### config.mk
export PLATFORM = sky130hd
export DESIGN_NAME = cic_dec_mc
export DESIGN_NICKNAME = d
export VERILOG_FILES = /design/src/rtl/cic_pkg.sv /design/src/rtl/cic_comb_stage.sv /design/src/rtl/cic_dec_mc.sv
export SDC_FILE = /design/constraint.sdc
export NUM_CORES = 2
export LEC_CHECK = 0
export BUFFER_PORTS_ARGS = -buffer_cell sky130_fd_sc_hd__buf_2
export CAP_MARGIN = 30
export CORE_ASPECT_RATIO = 1.5
export CORE_UTILIZATION = 68
export CTS_CLUSTER_DIAMETER = 150
export DETAILED_ROUTE_END_ITERATION = 8
export HOLD_SLACK_MARGIN = 0.12
export PLACE_DENSITY = 0.85
export SETUP_SLACK_MARGIN = 0.4
export SYNTH_ARGS = -nofsm -noshare
export SYNTH_HDL_FRONTEND = slang
export SYNTH_SLANG_ARGS = --single-unit
export TNS_END_PERCENT = 10
### constraint.sdc
create_clock -name clk -period 21.2 [get_ports clk]
set_clock_uncertainty 0.05 [all_clocks]
set_input_delay 3.18 -clock clk [delete_from_list [all_inputs] [get_ports clk]]
set_output_delay 3.18 -clock clk [all_outputs]
set_load 0.05 [all_outputs]
### src/rtl/cic_pkg.sv
// Shared constants and width helpers for the multi-channel CIC decimator.
package cic_pkg;

   localparam int unsigned MODE_FULL  = 0;
   localparam int unsigned MODE_ROUND = 1;

   localparam int unsigned WIN_DEF  = 16;
   localparam int unsigned N_DEF    = 3;
   localparam int unsigned RMAX_DEF = 2048;
   localparam int unsigned NCH_DEF  = 4;
   localparam int unsigned WOUT_DEF = 24;

   function automatic int unsigned cic_clog2(input int unsigned v);
      int unsigned      r;
      longint unsigned  p;
      r = 0;
      p = 1;
      while (p < 64'(v)) begin
         p = p << 1;
         r++;
      end
      return r;
   endfunction

   // Channel tag width: at least one bit even for a single channel.
   function automatic int unsigned cic_chw(input int unsigned nch);
      return (cic_clog2(nch) > 0) ? cic_clog2(nch) : 1;
   endfunction

   function automatic int unsigned cic_wi(input int unsigned win, input int unsigned n,
                                          input int unsigned rmax);
      return win + n * cic_clog2(rmax);
   endfunction

endpackage

### src/rtl/cic_comb_stage.sv
// One registered comb stage: y = x - x_prev[ch], with a per-channel delay register.
module cic_comb_stage
   import cic_pkg::*;
#(
   parameter  int unsigned W   = 49,
   parameter  int unsigned NCH = 4,
   localparam int unsigned CHW = cic_chw(NCH)
) (
   input  logic           clk,
   input  logic           rst,
   input  logic           clr,
   input  logic           in_v,
   input  logic [CHW-1:0] in_ch,
   input  logic [W-1:0]   in_data,
   output logic           out_v,
   output logic [CHW-1:0] out_ch,
   output logic [W-1:0]   out_data
);

   logic [W-1:0] prev [NCH];

   always_ff @(posedge clk) begin
      if (rst || clr) begin
         out_v    <= 1'b0;
         out_ch   <= '0;
         out_data <= '0;
         for (int c = 0; c < int'(NCH); c++) prev[c] <= '0;
      end else begin
         out_v <= in_v;
         if (in_v) begin
            out_ch        <= in_ch;
            out_data      <= in_data - prev[in_ch];
            prev[in_ch]   <= in_data;
         end
      end
   end

endmodule

### src/rtl/cic_dec_mc.sv
// Multi-channel CIC decimator: per-channel integrators, frame-based decimation,
// shared N-stage comb pipeline and optional round/saturate output.
module cic_dec_mc
   import cic_pkg::*;
#(
   parameter  int unsigned Win  = WIN_DEF,
   parameter  int unsigned N    = N_DEF,
   parameter  int unsigned RMAX = RMAX_DEF,
   parameter  int unsigned NCH  = NCH_DEF,
   parameter  int unsigned WOUT = WOUT_DEF,
   parameter  int unsigned MODE = MODE_FULL,
   localparam int unsigned RW   = cic_clog2(RMAX + 1),
   localparam int unsigned WI   = cic_wi(Win, N, RMAX),
   localparam int unsigned CHW  = cic_chw(NCH),
   localparam int unsigned WO   = (MODE == MODE_ROUND) ? WOUT : WI
) (
   input  logic                  clk,
   input  logic                  rst,
   input  logic signed [Win-1:0] i_data,
   input  logic [CHW-1:0]        i_ch,
   input  logic                  val_in,
   input  logic [RW-1:0]         r_cfg,
   input  logic                  r_load,
   output logic signed [WO-1:0]  o_data,
   output logic [CHW-1:0]        o_ch,
   output logic                  val_out,
   output logic                  ch_err
);

   logic [RW-1:0]  r_reg, dcnt, r_clamped;
   logic [WI-1:0]  integ [NCH][N];
   logic [WI-1:0]  integ_nxt [N];
   logic           tag_ok, accept, frame_end, dec_phase;
   logic [CHW-1:0] ch_sel;

   logic           d0_v;
   logic [CHW-1:0] d0_ch;
   logic [WI-1:0]  d0_data;

   logic           c_v  [N+1];
   logic [CHW-1:0] c_ch [N+1];
   logic [WI-1:0]  c_d  [N+1];

   logic           r_v;
   logic [CHW-1:0] r_ch;
   logic [WO-1:0]  r_data, rnd;

   assign tag_ok    = 32'(i_ch) < NCH;
   assign accept    = val_in && !r_load && tag_ok;
   assign ch_sel    = tag_ok ? i_ch : '0;
   assign frame_end = 32'(i_ch) == (NCH - 1);
   assign dec_phase = dcnt == (r_reg - RW'(1));

   always_comb begin
      r_clamped = r_cfg;
      if (32'(r_cfg) < 2)         r_clamped = RW'(2);
      else if (32'(r_cfg) > RMAX) r_clamped = RW'(RMAX);
   end

   // Integrator chain of the addressed channel, all N adders in one cycle.
   always_comb begin
      logic [WI-1:0] acc;
      acc = WI'(i_data);
      for (int k = 0; k < int'(N); k++) begin
         acc          = integ[ch_sel][k] + acc;
         integ_nxt[k] = acc;
      end
   end

   always_ff @(posedge clk) begin
      if (rst || r_load) begin
         r_reg   <= rst ? RW'(RMAX) : r_clamped;
         dcnt    <= '0;
         d0_v    <= 1'b0;
         d0_ch   <= '0;
         d0_data <= '0;
         for (int c = 0; c < int'(NCH); c++)
            for (int k = 0; k < int'(N); k++) integ[c][k] <= '0;
      end else begin
         d0_v <= accept && dec_phase;
         if (accept) begin
            d0_ch   <= i_ch;
            d0_data <= integ_nxt[N-1];
            for (int k = 0; k < int'(N); k++) integ[ch_sel][k] <= integ_nxt[k];
            if (frame_end) dcnt <= dec_phase ? '0 : dcnt + RW'(1);
         end
      end
   end

   always_ff @(posedge clk) begin
      if (rst) ch_err <= 1'b0;
      else     ch_err <= val_in && !r_load && !tag_ok;
   end

   assign c_v[0]  = d0_v;
   assign c_ch[0] = d0_ch;
   assign c_d[0]  = d0_data;

   for (genvar k = 0; k < int'(N); k++) begin : g_comb
      cic_comb_stage #(.W(WI), .NCH(NCH)) u_stage (
         .clk      (clk),
         .rst      (rst),
         .clr      (r_load),
         .in_v     (c_v[k]),
         .in_ch    (c_ch[k]),
         .in_data  (c_d[k]),
         .out_v    (c_v[k+1]),
         .out_ch   (c_ch[k+1]),
         .out_data (c_d[k+1])
      );
   end

   if (MODE == MODE_ROUND) begin : g_round
      localparam int unsigned S = WI - WOUT;
      localparam logic signed [WI:0] HI = (WI+1)'((longint'(1) << (WOUT - 1)) - longint'(1));
      localparam logic signed [WI:0] LO = ~HI;
      logic signed [WI:0] biased, shifted;
      always_comb begin
         biased  = $signed((WI+1)'($signed(c_d[N]))) + $signed((WI+1)'(1) << (S - 1));
         shifted = biased >>> S;
         if (shifted > HI)      rnd = WO'(HI);
         else if (shifted < LO) rnd = WO'(LO);
         else                   rnd = WO'(shifted);
      end
   end else begin : g_full
      assign rnd = c_d[N];
   end

   // Round/saturate register followed by the output register.
   always_ff @(posedge clk) begin
      if (rst || r_load) begin
         r_v     <= 1'b0;
         r_ch    <= '0;
         r_data  <= '0;
         val_out <= 1'b0;
         o_ch    <= '0;
         o_data  <= '0;
      end else begin
         r_v     <= c_v[N];
         val_out <= r_v;
         if (c_v[N]) begin
            r_ch   <= c_ch[N];
            r_data <= rnd;
         end
         if (r_v) begin
            o_ch   <= r_ch;
            o_data <= r_data;
         end
      end
   end

endmodule

== Word-level counts from Yosys, hierarchy flattened ==
Memory sizes are Yosys's and may differ from the RTL's. A register that Yosys moved wholly into a read port is not among the register bits.
Index checks and enable logic that the tools add are counted.
Cells by class
  reductions and logical operators: 10
  equality and inequality tests: 2
  $add $sub $neg: 8
  magnitude comparators: 2
  mux-type cells: 35
Operator list (count)
  adder 49 bit: 3
  two-way mux 147 bit: 1
  two-way mux 49 bit: 3
  OR reduction 147 bit: 1
  OR reduction 49 bit: 3
  subtractor 49 bit: 3
  two-way mux 12 bit: 3
  two-way mux 2 bit: 10
  two-way mux 1 bit: 18
  adder 12 x 1 -> 12 bit (second input constant): 1
  == test 12 bit: 1
  greater-than comparator 12 bit (second input constant): 1
  < comparator 12 x 2 -> 1 bit (second input constant): 1
  subtractor 12 x 1 -> 12 bit (second input constant): 1
  OR reduction 3 bit: 1
  == test 2 bit (second input constant): 1
  logical AND 1 bit: 2
  AND reduction 2 bit: 1
  zero test 1 bit: 1
  logical OR 1 bit: 1
Storage, ports and cells
  input port bits: 34
  RAM bits: 1176
  memories: 4
  bits in registers: 336
  output and inout bits: 53
  logic and storage cells: 82
Memory list
  integ: words 4, width 147, read ports 1, clocked after memory_dff 0, wr ports 4, line cic_dec_mc.sv:31  | logic [WI-1:0] integ [NCH][N];
  g_comb[0].u_stage.prev: words 4, width 49, read ports 1, clocked after memory_dff 1, wr ports 4, line cic_comb_stage.sv:20  | logic [W-1:0] prev [NCH];
  g_comb[1].u_stage.prev: words 4, width 49, read ports 1, clocked after memory_dff 1, wr ports 4, line cic_comb_stage.sv:20
  g_comb[2].u_stage.prev: words 4, width 49, read ports 1, clocked after memory_dff 1, wr ports 4, line cic_comb_stage.sv:20

== Longest topological paths before layout ==
  word-level depth: 7
  mapped depth: 49
  mapped depth without buffers: 45

== Modules after synthesis ==
Synthesis repeated with hierarchy kept, for this count alone.
Second synthesis, totals
  cell total of the unflattened synthesis: 6597
  area, all modules: 77478.1 um^2
Modules (own cells, without submodules)
  cic_dec_mc: instances 1, cells an instance 3199, area an instance 38022.7 um^2, sequential area each 21380.5 um^2
  cic_comb_stage (g_comb[0].u_stage ...): instances 2, cells an instance 1130, area an instance 13112.6 um^2, sequential area each 6926.6 um^2
  cic_comb_stage (g_comb[2].u_stage): instances 1, cells an instance 1138, area an instance 13230.2 um^2, sequential area each 6926.6 um^2

== Worst setup path before layout ==
Ideal clock, no wire load.
  kind: input-to-reg
  start point: input i_ch[0]
  end point: register d0_data[43]
  arrival: 13.777 ns
  path buffers: 5
  data required time: 21.085 ns
  path slack: 7.308 ns
  stages: 44
  path through: buf_2 buf_1 clkbuf_1 buf_1 buf_1 mux4_2 ha_1 and3_1 a221o_1 or3_1 o21a_1 o21ai_0 nand2b_1 a21oi_1 o21bai_1 a21o_1 a21o_1 xnor2_1 (+8 left out) a21o_1 a21o_1 a21oi_1 xor2_1 inv_1 ha_1 a21o_1 a211oi_1 a21oi_1 a221o_1 a21o_1 a21oi_1 o21ai_0 a221o_1 a2111oi_0 nor3_2 mux2_2 nor2_1
RTL lines
  start, declared: line cic_dec_mc.sv:20  | input logic [CHW-1:0] i_ch,
  end signal, assigned: line cic_dec_mc.sv:83  | d0_data <= integ_nxt[N-1];
  end, declared: line cic_dec_mc.sv:38  | logic [WI-1:0] d0_data;

==> metrics.txt <==
Seq/Total Area, Yosys 55.45%; highest clock rate 73.06 MHz; Worst path max stage delay 0.65 ns; pin count of the biggest net entering global routing 155; biggest area consumer among synthesized cells edfxtp_1; Initial Util 68.51%; mapped cell area 76250 um^2; die height 412.1 um; RSZ-0062 raised after global routing false; fill count 6870; width of the die 275.4 um; root buf cell clkbuf_16; min-delay src g_comb[2].u_stage.out_data[36]$_SDFFE_PP0P_; Primary FF master, synth edfxtp_1; First-pass DRT Iterations 6; yosys warns 0; slowest CP cell buf_4; wire per inst 22.86 um; Routed Antenna Nets 0; Max-slew headroom 27.11%; maxcap violations 0; final hold violation count 0; Tightest Hold Check Type flop to flop; Worst Path Required 21.85 ns; CP Launch Point i_ch[1]; fraction of layout cells with a size suffix above 1 11.99%; row count 150; CP startpoint kind primary input; Syn Area/Cell 12.06 um^2; Worst path most repeated cell a21o_1; endpoints failing setup 0; share of the synthesized area in the top cell type 46.78%; Post-Syn Instances 6323; GRT overflow 0; crit path max fanout 83; core area 111300 um^2; Netlist cell types 91; placed inst area 78030 um^2; ys async rst share 0%; IO Port Bufs 85; Largest regs g_comb.u_stage.prev: 588 flops, integ: 588 flops, g_comb.u_stage.out_data: 147 flops; Worst Tran Pin Value 1.082 ns; CTS tree built; period utilization 64.56%; setup bufs post-CTS 0; Clock Latency Late Sink 0.78 ns; r2r startpoint integ[3][99]$_SDFFCE_PN0P_; cts bufs inserted 140; status complete, no violations; minimum clock period 13.69 ns; final wirelength 179.6 mm; syn nets 6652; Crit Path Class primary input to flop; Vias per Instance 6.363; LEAKAGE 33.50 nW; max-slew violations 0; Post-CTS Hold Buffers 0; IO Count 87; vias in the first global route 52196; cts repair resizes 0; IR drop worst, VDD 0.00008967 V; CTS H-tree depth 4; clock buffer depth 3; post-synthesis register bit count 1518; clock sink count 1518; Arr. time, crit path 14.33 ns; Post-route DRC 0; synth-to-layout area growth 8.587%; DP Wirelength 118.0 mm; Die Area 113500 um^2; first-pass GRT wire length 278.4 mm; TNS Setup 0 ns; nets 6629; dominant cells by area after synthesis edfxtp_1 47%, mux4_2 8.7%, dfxtp_1 8.7%, nor2_1 5.1%, ha_1 4.7%; initial antenna violation count 2; via count 49999; Post-synth EDFFs 1188; design area 82800 um^2; ANT cells 0; Worst setup EP type flop; pwr dens 94.25 nW/um^2; GRT Util Overall 32.01%; Placer Congestion 0.9720; initial DRC count 3940; Worst-path clk slew 0.06 ns
==> cells in the mapped netlist (8+ instances only) <==
cell	number
a2111oi_0	8
a211oi_1	46
a21boi_0	21
a21o_1	157
a21oi_1	301
a221o_1	9
a31o_2	14
a31oi_1	24
and2_1	466
and3_1	181
and4_1	21
buf_1	60
clkbuf_1	257
dfxtp_1	330
edfxtp_1	1188
ha_1	289
inv_1	339
mux2i_1	202
mux4_2	294
nand2_1	146
nand2b_1	42
nand3_1	70
nand3b_1	9
nand4_1	33
nor2_1	1029
nor2b_1	37
nor3_1	48
nor3b_1	11
nor4_1	31
o211ai_1	16
o21a_1	38
o21ai_0	118
o21bai_1	49
o31a_1	10
o31ai_1	12
or2_2	14
or3_1	17
xnor2_1	171
xor2_1	100
==> path summary, 6_finish.rpt <==
path | endpoint | slack [ns] | cells after the start
max reg2reg | integ[3][46]$_SDFFCE_PN0P_ | 10.34 | 39
max | d0_data[43]$_SDFFE_PP0P_ | 7.51 | 41
min reg2reg | g_comb[2].u_stage.out_data[36]$_SDFFE_PP0P_ | 0.41 | 2
min | g_comb[2].u_stage.out_data[36]$_SDFFE_PP0P_ | 0.41 | 2
==> critical path: cells and delay by family <==
kind / cells / cell delay (ns)
adders and majority gates: 3 / 0.92
muxes: 2 / 0.72
buffers and inverters: 4 / 1.43
xor gates and xnor gates: 2 / 0.70
AOI/OAI and AO/OA: 24 / 6.02
and+or+nand+nor: 6 / 1.28
==> logic make-up after synthesis <==
group / Yosys count / share of synthesized area (%)
AND/OR/NAND/NOR: 2168 / 13.87
buffers and inverters: 661 / 3.267
multiplexers: 502 / 11.42
other: 1 / 0.004918
XOR/XNOR: 280 / 3.339
adder cells (fa/ha/maj): 295 / 4.900
AO/OA/AOI/OAI: 898 / 7.748
flip-flops: 1518 / 55.45
==> metal layers <==
metal / GRT usage (%) / wire length (um)
met1: 33.07 / 60620
met2: 58.78 / 96000
met3: 5.001 / 10380
met4: 21.76 / 12610
met5: 0 / 0
==> power by group <==
group	switching, mW	internal, mW
Clock	1.11	1.51
Sequential	0.0664	3.35
Combinational	1.16	0.612
==> cell usage in the layout, fill, tap and decap left out, types with 13 or more instances in the layout <==
| cell | instances |
|---|---|
| nand2b_1 | 33 |
| and2_1 | 466 |
| nand3_1 | 70 |
| mux2i_1 | 202 |
| clkbuf_16 | 151 |
| o21ai_0 | 118 |
| a31oi_1 | 24 |
| a21o_1 | 157 |
| clkinv_2 | 21 |
| a21boi_0 | 21 |
| bufinv_16 | 13 |
| o21a_1 | 38 |
| inv_1 | 337 |
| edfxtp_1 | 1188 |
| xor2_1 | 100 |
| nor2b_1 | 37 |
| dfxtp_1 | 319 |
| xnor2_1 | 171 |
| nand4_1 | 33 |
| clkbuf_8 | 13 |
| or2_2 | 14 |
| nand2_1 | 138 |
| a211oi_1 | 45 |
| ha_1 | 289 |
| or3_1 | 15 |
| and4_1 | 21 |
| a21oi_1 | 301 |
| o21bai_1 | 49 |
| clkbuf_1 | 29 |
| and3_1 | 181 |
| nor3_1 | 45 |
| nor4_1 | 31 |
| a31o_2 | 14 |
| nor2_1 | 1028 |
| mux4_2 | 294 |
| buf_4 | 67 |
| o211ai_1 | 16 |
| buf_2 | 83 |
==> cell type report <==
| cell class | instances | area, um^2 | share of cell area, % |
|---|---|---|---|
| well taps | 1444 | 1807 | 2.182 |
| flip-flops and latches | 1518 | 42310 | 51.10 |
| multi-input cells | 4144 | 31630 | 38.20 |
| clock inverters | 61 | 683.2 | 0.8251 |
| clock buffers | 195 | 4076 | 4.923 |
| inverters | 340 | 1289 | 1.556 |
| repair buffers | 156 | 1010 | 1.219 |
==> stage by stage <==
| stage | total power [mW] | hold WS [ns] | utilization (%) | worst slack (ns) | instances |
|---|---|---|---|---|---|
| 5_1_grt | 8.079 | 0.4257 | 74.40 | 6.869 | 7858 |
| 4_1_cts | 7.788 | 0.4159 | 74.39 | 7.648 | 7857 |
| 3_5_place_dp | 5.183 | 0.4012 | 70.12 | 6.929 | 7601 |
| 6_report | 7.804 | 0.4120 | 74.40 | 7.513 | 7858 |
| 3_3_place_gp | 5.121 | 0.3934 | 70.12 | 7.080 | 7601 |
| 2_1_floorplan | 4.723 | 0.3748 | - | 7.308 | 6323 |
No activity file was read; power rests on OpenSTA's default activity.
